### src/rtl/xge_mac_wb_ctrl_if.sv
// Wishbone register-port bundle between the controller (master) and the xge_mac (slave).
interface xge_mac_wb_ctrl_if;
    logic        wb_cyc_o;
    logic        wb_stb_o;
    logic        wb_we_o;
    logic [7:0]  wb_adr_o;
    logic [31:0] wb_dat_o;
    logic [31:0] wb_dat_i;
    logic        wb_ack_i;
    logic        wb_int_i;

    modport master (
        output wb_cyc_o, wb_stb_o, wb_we_o, wb_adr_o, wb_dat_o,
        input  wb_dat_i, wb_ack_i, wb_int_i
    );

    modport slave (
        input  wb_cyc_o, wb_stb_o, wb_we_o, wb_adr_o, wb_dat_o,
        output wb_dat_i, wb_ack_i, wb_int_i
    );
endinterface

### src/rtl/xge_mac_wb_ctrl.sv
// Wishbone master that initialises the xge_mac register port, then services its
// interrupt and forwards single host register accesses onto the same bus.
module xge_mac_wb_ctrl #(
    parameter int unsigned TIMEOUT      = 16,
    parameter logic [7:0]  ADR_CFG      = 8'h00,
    parameter logic [7:0]  ADR_INT_PEND = 8'h08,
    parameter logic [7:0]  ADR_INT_MASK = 8'h10
) (
    input  logic                     wb_clk_i,
    input  logic                     wb_rst_i,
    input  logic                     start_i,
    input  logic [31:0]              cfg_ctrl_i,
    input  logic [31:0]              cfg_int_mask_i,
    input  logic                     host_req_i,
    input  logic                     host_we_i,
    input  logic [7:0]               host_adr_i,
    input  logic [31:0]              host_wdat_i,
    output logic                     host_ack_o,
    output logic [31:0]              host_rdat_o,
    output logic                     host_err_o,
    xge_mac_wb_ctrl_if.master        wb,
    output logic                     init_done_o,
    output logic                     init_err_o,
    output logic                     timeout_err_o,
    output logic [31:0]              int_pending_o,
    input  logic                     int_clr_i,
    output logic                     int_evt_o,
    output logic                     busy_o
);
    typedef enum logic [2:0] {IDLE, INIT_CFG, INIT_MASK, INIT_CHK, RUN, ISR, HOST} state_t;

    localparam logic [7:0] TCNT_LAST = 8'(TIMEOUT - 1);

    state_t      state, state_nxt;
    logic        cyc, cyc_nxt, we, we_nxt;
    logic [7:0]  adr, adr_nxt, tcnt, tcnt_nxt;
    logic [31:0] dat, dat_nxt;
    logic        host_ack_nxt, host_err_nxt, int_evt_nxt;
    logic [31:0] host_rdat_nxt, int_pending_nxt;
    logic        init_done_nxt, init_err_nxt, timeout_err_nxt;
    logic        done, expired, launch, l_we;
    logic [7:0]  l_adr;
    logic [31:0] l_dat;

    assign wb.wb_cyc_o = cyc;
    assign wb.wb_stb_o = cyc;
    assign wb.wb_we_o  = we;
    assign wb.wb_adr_o = adr;
    assign wb.wb_dat_o = dat;
    assign busy_o      = cyc;

    always_ff @(posedge wb_clk_i) begin
        if (wb_rst_i) begin
            state         <= IDLE;
            cyc           <= 1'b0;
            we            <= 1'b0;
            adr           <= '0;
            dat           <= '0;
            tcnt          <= '0;
            host_ack_o    <= 1'b0;
            host_err_o    <= 1'b0;
            host_rdat_o   <= '0;
            int_evt_o     <= 1'b0;
            int_pending_o <= '0;
            init_done_o   <= 1'b0;
            init_err_o    <= 1'b0;
            timeout_err_o <= 1'b0;
        end else begin
            state         <= state_nxt;
            cyc           <= cyc_nxt;
            we            <= we_nxt;
            adr           <= adr_nxt;
            dat           <= dat_nxt;
            tcnt          <= tcnt_nxt;
            host_ack_o    <= host_ack_nxt;
            host_err_o    <= host_err_nxt;
            host_rdat_o   <= host_rdat_nxt;
            int_evt_o     <= int_evt_nxt;
            int_pending_o <= int_pending_nxt;
            init_done_o   <= init_done_nxt;
            init_err_o    <= init_err_nxt;
            timeout_err_o <= timeout_err_nxt;
        end
    end

    always_comb begin
        state_nxt       = state;
        cyc_nxt         = cyc;
        we_nxt          = we;
        adr_nxt         = adr;
        dat_nxt         = dat;
        tcnt_nxt        = tcnt;
        host_ack_nxt    = 1'b0;
        host_err_nxt    = 1'b0;
        host_rdat_nxt   = host_rdat_o;
        int_evt_nxt     = 1'b0;
        int_pending_nxt = int_clr_i ? 32'h0 : int_pending_o;
        init_done_nxt   = init_done_o;
        init_err_nxt    = init_err_o;
        timeout_err_nxt = timeout_err_o;
        launch          = 1'b0;
        l_we            = 1'b0;
        l_adr           = adr;
        l_dat           = '0;

        done    = cyc && wb.wb_ack_i;
        expired = cyc && !wb.wb_ack_i && (tcnt == TCNT_LAST);

        if (done || expired) begin
            cyc_nxt  = 1'b0;
            we_nxt   = 1'b0;
            tcnt_nxt = '0;
        end else if (cyc) begin
            tcnt_nxt = tcnt + 8'd1;
        end

        case (state)
            IDLE: begin
                if (start_i) begin
                    state_nxt     = INIT_CFG;
                    init_done_nxt = 1'b0;
                    init_err_nxt  = 1'b0;
                end
            end
            INIT_CFG, INIT_MASK, INIT_CHK: begin
                // Each init step launches on entry with cyc low, giving the idle clock.
                if (!cyc) begin
                    launch = 1'b1;
                    l_we   = (state != INIT_CHK);
                    l_adr  = (state == INIT_MASK) ? ADR_INT_MASK : ADR_CFG;
                    l_dat  = (state == INIT_MASK) ? cfg_int_mask_i :
                             (state == INIT_CFG)  ? cfg_ctrl_i : 32'h0;
                end else if (done) begin
                    if (state == INIT_CFG) begin
                        state_nxt = INIT_MASK;
                    end else if (state == INIT_MASK) begin
                        state_nxt = INIT_CHK;
                    end else begin
                        state_nxt = RUN;
                        if (wb.wb_dat_i == cfg_ctrl_i) init_done_nxt = 1'b1;
                        else                           init_err_nxt  = 1'b1;
                    end
                end else if (expired) begin
                    state_nxt       = IDLE;
                    init_err_nxt    = 1'b1;
                    timeout_err_nxt = 1'b1;
                end
            end
            RUN: begin
                if (wb.wb_int_i) begin
                    state_nxt = ISR;
                    launch    = 1'b1;
                    l_adr     = ADR_INT_PEND;
                end else if (host_req_i) begin
                    state_nxt = HOST;
                    launch    = 1'b1;
                    l_we      = host_we_i;
                    l_adr     = host_adr_i;
                    l_dat     = host_we_i ? host_wdat_i : 32'h0;
                end
            end
            ISR: begin
                if (done) begin
                    state_nxt       = RUN;
                    int_evt_nxt     = 1'b1;
                    int_pending_nxt = int_clr_i ? wb.wb_dat_i : (int_pending_o | wb.wb_dat_i);
                end else if (expired) begin
                    state_nxt       = RUN;
                    timeout_err_nxt = 1'b1;
                end
            end
            HOST: begin
                if (done) begin
                    state_nxt     = RUN;
                    host_ack_nxt  = 1'b1;
                    host_rdat_nxt = we ? 32'h0 : wb.wb_dat_i;
                end else if (expired) begin
                    state_nxt       = RUN;
                    host_ack_nxt    = 1'b1;
                    host_err_nxt    = 1'b1;
                    host_rdat_nxt   = 32'h0;
                    timeout_err_nxt = 1'b1;
                end
            end
            default: state_nxt = IDLE;
        endcase

        if (launch) begin
            cyc_nxt  = 1'b1;
            we_nxt   = l_we;
            adr_nxt  = l_adr;
            dat_nxt  = l_dat;
            tcnt_nxt = '0;
        end
    end
endmodule

### src/flat_wrapper.sv
// flat-port wrapper written by rule: the top's interface ports become plain ports
module xge_mac_wb_ctrl_flat 
#(
    parameter int unsigned TIMEOUT      = 16,
    parameter logic [7:0]  ADR_CFG      = 8'h00,
    parameter logic [7:0]  ADR_INT_PEND = 8'h08,
    parameter logic [7:0]  ADR_INT_MASK = 8'h10
)
  (wb_clk_i, wb_rst_i, start_i, cfg_ctrl_i, cfg_int_mask_i, host_req_i, host_we_i, host_adr_i, host_wdat_i, host_ack_o, host_rdat_o, host_err_o, init_done_o, init_err_o, timeout_err_o, int_pending_o, int_clr_i, int_evt_o, busy_o, wb_wb_cyc_o, wb_wb_stb_o, wb_wb_we_o, wb_wb_adr_o, wb_wb_dat_o, wb_wb_dat_i, wb_wb_ack_i, wb_wb_int_i);
  xge_mac_wb_ctrl_if wb_i ();
  input  logic wb_clk_i;
  input  logic wb_rst_i;
  input  logic start_i;
  input  logic [31:0] cfg_ctrl_i;
  input  logic [31:0] cfg_int_mask_i;
  input  logic host_req_i;
  input  logic host_we_i;
  input  logic [7:0] host_adr_i;
  input  logic [31:0] host_wdat_i;
  output logic host_ack_o;
  output logic [31:0] host_rdat_o;
  output logic host_err_o;
  output logic init_done_o;
  output logic init_err_o;
  output logic timeout_err_o;
  output logic [31:0] int_pending_o;
  input  logic int_clr_i;
  output logic int_evt_o;
  output logic busy_o;
  output wire logic [$bits(wb_i.wb_cyc_o)-1:0] wb_wb_cyc_o;
  output wire logic [$bits(wb_i.wb_stb_o)-1:0] wb_wb_stb_o;
  output wire logic [$bits(wb_i.wb_we_o)-1:0] wb_wb_we_o;
  output wire logic [$bits(wb_i.wb_adr_o)-1:0] wb_wb_adr_o;
  output wire logic [$bits(wb_i.wb_dat_o)-1:0] wb_wb_dat_o;
  input wire logic [$bits(wb_i.wb_dat_i)-1:0] wb_wb_dat_i;
  input wire logic [$bits(wb_i.wb_ack_i)-1:0] wb_wb_ack_i;
  input wire logic [$bits(wb_i.wb_int_i)-1:0] wb_wb_int_i;
  assign wb_wb_cyc_o = wb_i.wb_cyc_o;
  assign wb_wb_stb_o = wb_i.wb_stb_o;
  assign wb_wb_we_o = wb_i.wb_we_o;
  assign wb_wb_adr_o = wb_i.wb_adr_o;
  assign wb_wb_dat_o = wb_i.wb_dat_o;
  assign wb_i.wb_dat_i = wb_wb_dat_i;
  assign wb_i.wb_ack_i = wb_wb_ack_i;
  assign wb_i.wb_int_i = wb_wb_int_i;
  xge_mac_wb_ctrl #(.TIMEOUT(TIMEOUT), .ADR_CFG(ADR_CFG), .ADR_INT_PEND(ADR_INT_PEND), .ADR_INT_MASK(ADR_INT_MASK)) u_core (.wb_clk_i(wb_clk_i), .wb_rst_i(wb_rst_i), .start_i(start_i), .cfg_ctrl_i(cfg_ctrl_i), .cfg_int_mask_i(cfg_int_mask_i), .host_req_i(host_req_i), .host_we_i(host_we_i), .host_adr_i(host_adr_i), .host_wdat_i(host_wdat_i), .host_ack_o(host_ack_o), .host_rdat_o(host_rdat_o), .host_err_o(host_err_o), .wb(wb_i), .init_done_o(init_done_o), .init_err_o(init_err_o), .timeout_err_o(timeout_err_o), .int_pending_o(int_pending_o), .int_clr_i(int_clr_i), .int_evt_o(int_evt_o), .busy_o(busy_o));
endmodule
### config.mk
export PLATFORM = sky130hd
export DESIGN_NAME = xge_mac_wb_ctrl_flat
export DESIGN_NICKNAME = d
export VERILOG_FILES = /design/src/rtl/xge_mac_wb_ctrl_if.sv /design/src/rtl/xge_mac_wb_ctrl.sv /design/src/flat_wrapper.sv
export SDC_FILE = /design/constraint.sdc
export NUM_CORES = 1
export LEC_CHECK = 0
export CORE_MARGIN = 1.5
export CORE_UTILIZATION = 40
export CTS_CLUSTER_SIZE = 30
export DETAILED_ROUTE_END_ITERATION = 6
export PLACE_DENSITY = 0.8
export SYNTH_ARGS = -nofsm -noshare
export SYNTH_HDL_FRONTEND = slang
export SYNTH_SLANG_ARGS = --single-unit
### constraint.sdc
create_clock -name wb_clk_i -period 2.4 [get_ports wb_clk_i]
set_clock_uncertainty 0.1 [all_clocks]
set_input_delay 0.24 -clock wb_clk_i [delete_from_list [all_inputs] [get_ports wb_clk_i]]
set_output_delay 0.24 -clock wb_clk_i [all_outputs]
set_load 0.01 [all_outputs]
Word level (Yosys, flattened, before mapping)
Index checks and enable logic that the tools add are counted.
W data, S select, Z words.
- multiplexer cells: 62
- $add $sub $neg: 1
- equal/unequal tests: 22
- reduce and logical (&&, ||, !) cells: 23
- bitwise operators: 3
- operators by type and width (cell ; count):
    $mux W32 ; 13
    $pmux W32 S2 ; 1
    $eq A32 B32 Y1 ; 1
    $or A32 B32 Y32 ; 1
    $mux W3 ; 10
    $mux W1 ; 27
    $mux W8 ; 3
    $pmux W8 S2 ; 1
    $reduce_and A7 Y1 ; 2
    $ne A3 B3 Y1 const B ; 4
    $pmux W3 S4 ; 1
    $pmux W1 S2 ; 5
    $reduce_bool A2 Y1 ; 5
    $eq A3 B3 Y1 const B ; 3
    $reduce_or A3 Y1 ; 3
    $add A8 B1 Y8 const B ; 1
    $eq A8 B4 Y1 const B ; 1
    $ne A2 B2 Y1 const B ; 4
    $eq A3 B2 Y1 const B ; 2
    $ne A2 B1 Y1 const B ; 3
    $ne A3 B1 Y1 const B ; 2
    $reduce_or A2 Y1 ; 3
    $mux W5 ; 1
    $reduce_and A5 Y1 ; 1
    other kinds (9) ; 13
- output and inout port bits: 114
- register bits after elaboration: 123
- word-level logic and storage cells: 125
- input port bits: 144

Logic depth before layout (Yosys ltp)
- depth after elaboration: 7
- depth in mapped cells: 8
- gate-level depth less buffers: 6

Least setup slack after synthesis
OpenSTA, ideal clock, no wires.
- kind: flip-flop to flip-flop
- start: register u_core.tcnt[7]
- end: register u_core.host_rdat_o[10]
- arrival: 1650 ps
- stages on the path, launching flop included: 7
- library setup time: 117 ps
- required time: 2183 ps
- slack: 533 ps
- clock period less this slack: 1867 ps
- cells stage by stage: dfxtp_1 -> or4_4 -> nor3_4 -> or2_4 -> a31oi_4 -> buf_6 -> a22o_1
- longest elaborated chain between the ends: 4
- RTL lines (element ; line ; text):
    start: declaration ; xge_mac_wb_ctrl.sv:36 ; logic [7:0] adr, adr_nxt, tcnt, tcnt_nxt;
    start signal: assignment ; xge_mac_wb_ctrl.sv:74 ; tcnt <= tcnt_nxt;
    $eq A8 B4 Y1 ; xge_mac_wb_ctrl.sv:107 ; expired = cyc && !wb.wb_ack_i && (tcnt == TCNT_LAST);
    $logic_and A1 B1 Y1 ; xge_mac_wb_ctrl.sv:107 ;
    $reduce_bool A2 Y1 (no source line) ; - ;
    $reduce_and A2 Y1 (no source line) ; - ;
    end signal: assignment ; xge_mac_wb_ctrl.sv:77 ; host_rdat_o <= host_rdat_nxt;
    end: declaration ; xge_mac_wb_ctrl.sv:19 ; output logic [31:0] host_rdat_o,
Every way passes these cells.
A chain may end at the register's enable or synchronous reset.

Final worst setup path
- start: register u_core.state[0]
- end: register u_core.dat[12], in the netlist u_core.wb.wb_dat_o[12]
- longest elaborated chain between the ends: 5
- RTL lines (element ; line ; text):
    start: declaration ; xge_mac_wb_ctrl.sv:34 ; state_t state, state_nxt;
    start signal: assignment ; xge_mac_wb_ctrl.sv:69 ; state <= state_nxt;
    $eq A3 B1 Y1 ; xge_mac_wb_ctrl.sv:117, xge_mac_wb_ctrl.sv:132 ;
    $mux W32 ; xge_mac_wb_ctrl.sv:132 ; (state == INIT_CFG) ? cfg_ctrl_i : 32'h0;
    $mux W32 ; xge_mac_wb_ctrl.sv:131 ; l_dat = (state == INIT_MASK) ? cfg_int_mask_i :
    $mux W32 ; xge_mac_wb_ctrl.sv:127 ; if (!cyc) begin
    $pmux W32 S2 ; xge_mac_wb_ctrl.sv:117 ; case (state)
    end signal: assignment ; xge_mac_wb_ctrl.sv:73 ; dat <= dat_nxt;
    end: declaration ; xge_mac_wb_ctrl.sv:37 ; logic [31:0] dat, dat_nxt;
Parallel ways exist; a longest one is shown, timed or not.

==> impl_metrics.tcl <==
set metrics [dict create \
    yosysTopAreaCell "dfxtp_1" \
    hold_buffers 0 \
    hold_path_end "u_core.init_done_o" \
    antenna_cells 0 \
    slew_headroom_pct 71.3 \
    nets 936 \
    start_util_pct 41.1 \
    fin_crit_ns 2.14 \
    cts_root_buffer "clkbuf_16" \
    critPathMaxFanout 18 \
    grt_pass1_vias 5418 \
    required_ns 2.64 \
    drt-total-wl_mm 20.2 \
    clk_pin_slew_ns 0.05 \
    synth_nets 668 \
    worstSetupStartpointType "flip-flop" \
    ir_drop_mv 0.469 \
    synth_edf_count 0 \
    area_growth_pct 66.9 \
    syn_area_per_cell_um2 9.92 \
    place_area_um2 8060 \
    drc_errors 0 \
    clkLatencyLatePin_ns 0.41 \
    numCtsBuffers 17 \
    grt-ovfl-total 0 \
    final_cell_mix "clkdlybuf4s50_1 (256), dfxtp_1 (123), a22o_1 (96)" \
    min_period_over_period_pct 89.0 \
    coreArea_um2 12600 \
    die_y_um 117 \
    netlist_area_um2 5190 \
    cts_tree "built" \
    setup_viol 0 \
    ios 258 \
    stdcell_area_um2 8660 \
    yosys_warnings 0 \
    synth_top_area_share_pct 47.4 \
    fin_tns_setup_ns 0 \
    avgRoutedWirePerCell_um 20.7 \
    yosysSeqAreaShare_pct 47.4 \
    viasPerCell 5.57 \
    p_leak_nw 3.19 \
    worstHoldStart "wb_rst_i" \
    worst_setup_path_end_kind "flip-flop" \
    yosys-top-cells-area "dfxtp_1 (47%), a22o_1 (16%), xor2_1 (5.7%)" \
    gp_congestion 0.911 \
    rsz0062_at_grt "false" \
    worstRegToRegCells 7 \
    dr_total_vias 5433 \
    dr.first_iter.drc_count 423 \
    antenna_found_initial 0 \
    min_path_type "primary input to flip-flop" \
    synth_cell_types 51 \
    hold_viol 0 \
    drive_above_1_share_pct 10.2 \
    r2r-end "u_core.wb.wb_dat_o[12]" \
    grt_max_degree 33 \
    critPathArrivalTime_ns 2.38 \
    cts.sinks 123 \
    rrSetupSlack_ns 0.26 \
    drv_cap 0 \
    clock_path_buffers 2 \
    worst_pin_slew_ns 0.427 \
    grt_usage_pct 29.1 \
    die_w_um 117 \
    grt_pass1_wl_mm 29.4 \
    cts_resized 0 \
    rows 41 \
    final_common_cell "clkdlybuf4s50_1" \
    crit_type "flip-flop to flip-flop" \
    p_per_area_nw_per_um2 879 \
    ctsHtreeMaxLevel 4 \
    synthFlopType "dfxtp_1" \
    numPortBuffers 257 \
    fmax_ghz 0.468 \
    dieArea_um2 13700 \
    cts_setup_buffers 0 \
    status "complete, no violations" \
    drt.antenna.violating_nets 0 \
    syn_inst 523 \
    slew_violations 0 \
    firstDrtPassIters 5 \
    async_flop_share_pct 0 \
    hpwlAfterDp_mm 14.8 \
    worstReg2RegStart "u_core.state[0]" \
    synth.ff_latch_count 123 \
    hold-path-cell-count 4 \
]
area by class of cell:
type	count	area (um2)
flip-flops and latches	123	2460
repair buffers	290	2840
inverters	4	15.0
multi-input cells	355	2530
well taps	172	215
clock inverters	15	176
fillers	985	3960
clock buffers	17	425
stage by stage:
step	power (mW)	setup slack, ns	util [%]	instances	hold slack [ns]
3_5_place_dp	5.04	-0.0701	63.9	944	0.343
6_report	7.61	0.265	68.6	976	0.200
5_1_grt	7.93	0.141	68.6	976	0.198
2_1_floorplan	3.77	0.533	-	523	0.265
4_1_cts	7.63	0.280	68.6	976	0.176
3_3_place_gp	4.97	-0.0151	63.9	944	0.339
sequential cells by signal (all words and copies together), names as in the netlist:
register and cells:
u_core.host_err_o 1, u_core.int_evt_o 1, u_core.tcnt 8, u_core.host_rdat_o 32, u_core.init_done_o 1, u_core.int_pending_o 32, u_core.wb.wb_adr_o 8, u_core.init_err_o 1
u_core.wb.wb_we_o 1, u_core.state 3, u_core.timeout_err_o 1, u_core.wb.wb_dat_o 32, u_core.host_ack_o 1, u_core.busy_o 1
cell usage after synthesis (all sizes together), types with 2 or more instances:
master   number
or4           3
xnor2         5
nand3        11
a22oi        32
o21a          2
dfxtp       123
a31oi         2
nor4          9
or2           2
nor3          7
nor2         29
a2111oi       2
a21oi        44
a211oi        3
nand4         3
a22o         96
and2          2
inv           4
a221oi        2
buf          21
nand2        44
xor2         34
o21ai         2
nor3b         2
clkbuf       20
o21bai        2
and3          3
kinds of logic after synthesis:
family	share of synthesized area, %
and+or+nand+nor	11.8
muxes	0.410
adders and majority gates	0.434
buffers and inverters	4.77
xor gates and xnor gates	6.58
AOI/OAI and AO/OA	28.6
DFF	47.4
report_power, final:
part / internal, mW / switching, mW
combinational: 1.20 / 1.45
clock: 1.63 / 0.956
sequential: 2.22 / 0.149
total: 5.05 / 2.56
worst max-delay path by stage:
stage	from	end	slack [ns]	cells after the start
2_1_floorplan	u_core.tcnt[7]	u_core.host_rdat_o[10]	0.53	6
3_3_place_gp	cfg_ctrl_i[0]	u_core.init_err_o	-0.02	6
3_5_place_dp	cfg_ctrl_i[0]	u_core.init_err_o	-0.07	6
4_1_cts	u_core.state[0]	u_core.wb.wb_dat_o[14]	0.28	7
5_1_grt	u_core.state[0]	u_core.state[2]	0.14	5
6_report	u_core.state[0]	u_core.wb.wb_dat_o[12]	0.26	7
worst max-delay path: stages (launching register included):
cell	delay, ns
dfxtp_1	0.37
buf_4	0.20
or3b_4	0.44
nor2_8	0.16
and3_1	0.20
buf_4	0.25
a22oi_1	0.16
a21oi_1	0.16
layer usage:
metal	global-route usage (%)	wire length, um	up-vias	part of all wire, %
met5	0	0	-	0
met4	12.6	478	0	2.4
met3	7.36	1590	37	7.9
met2	51.0	10100	272	50
met1	33.8	7960	2622	39
li1	-	-	2502	-
No activity file was read; power rests on OpenSTA's default activity.
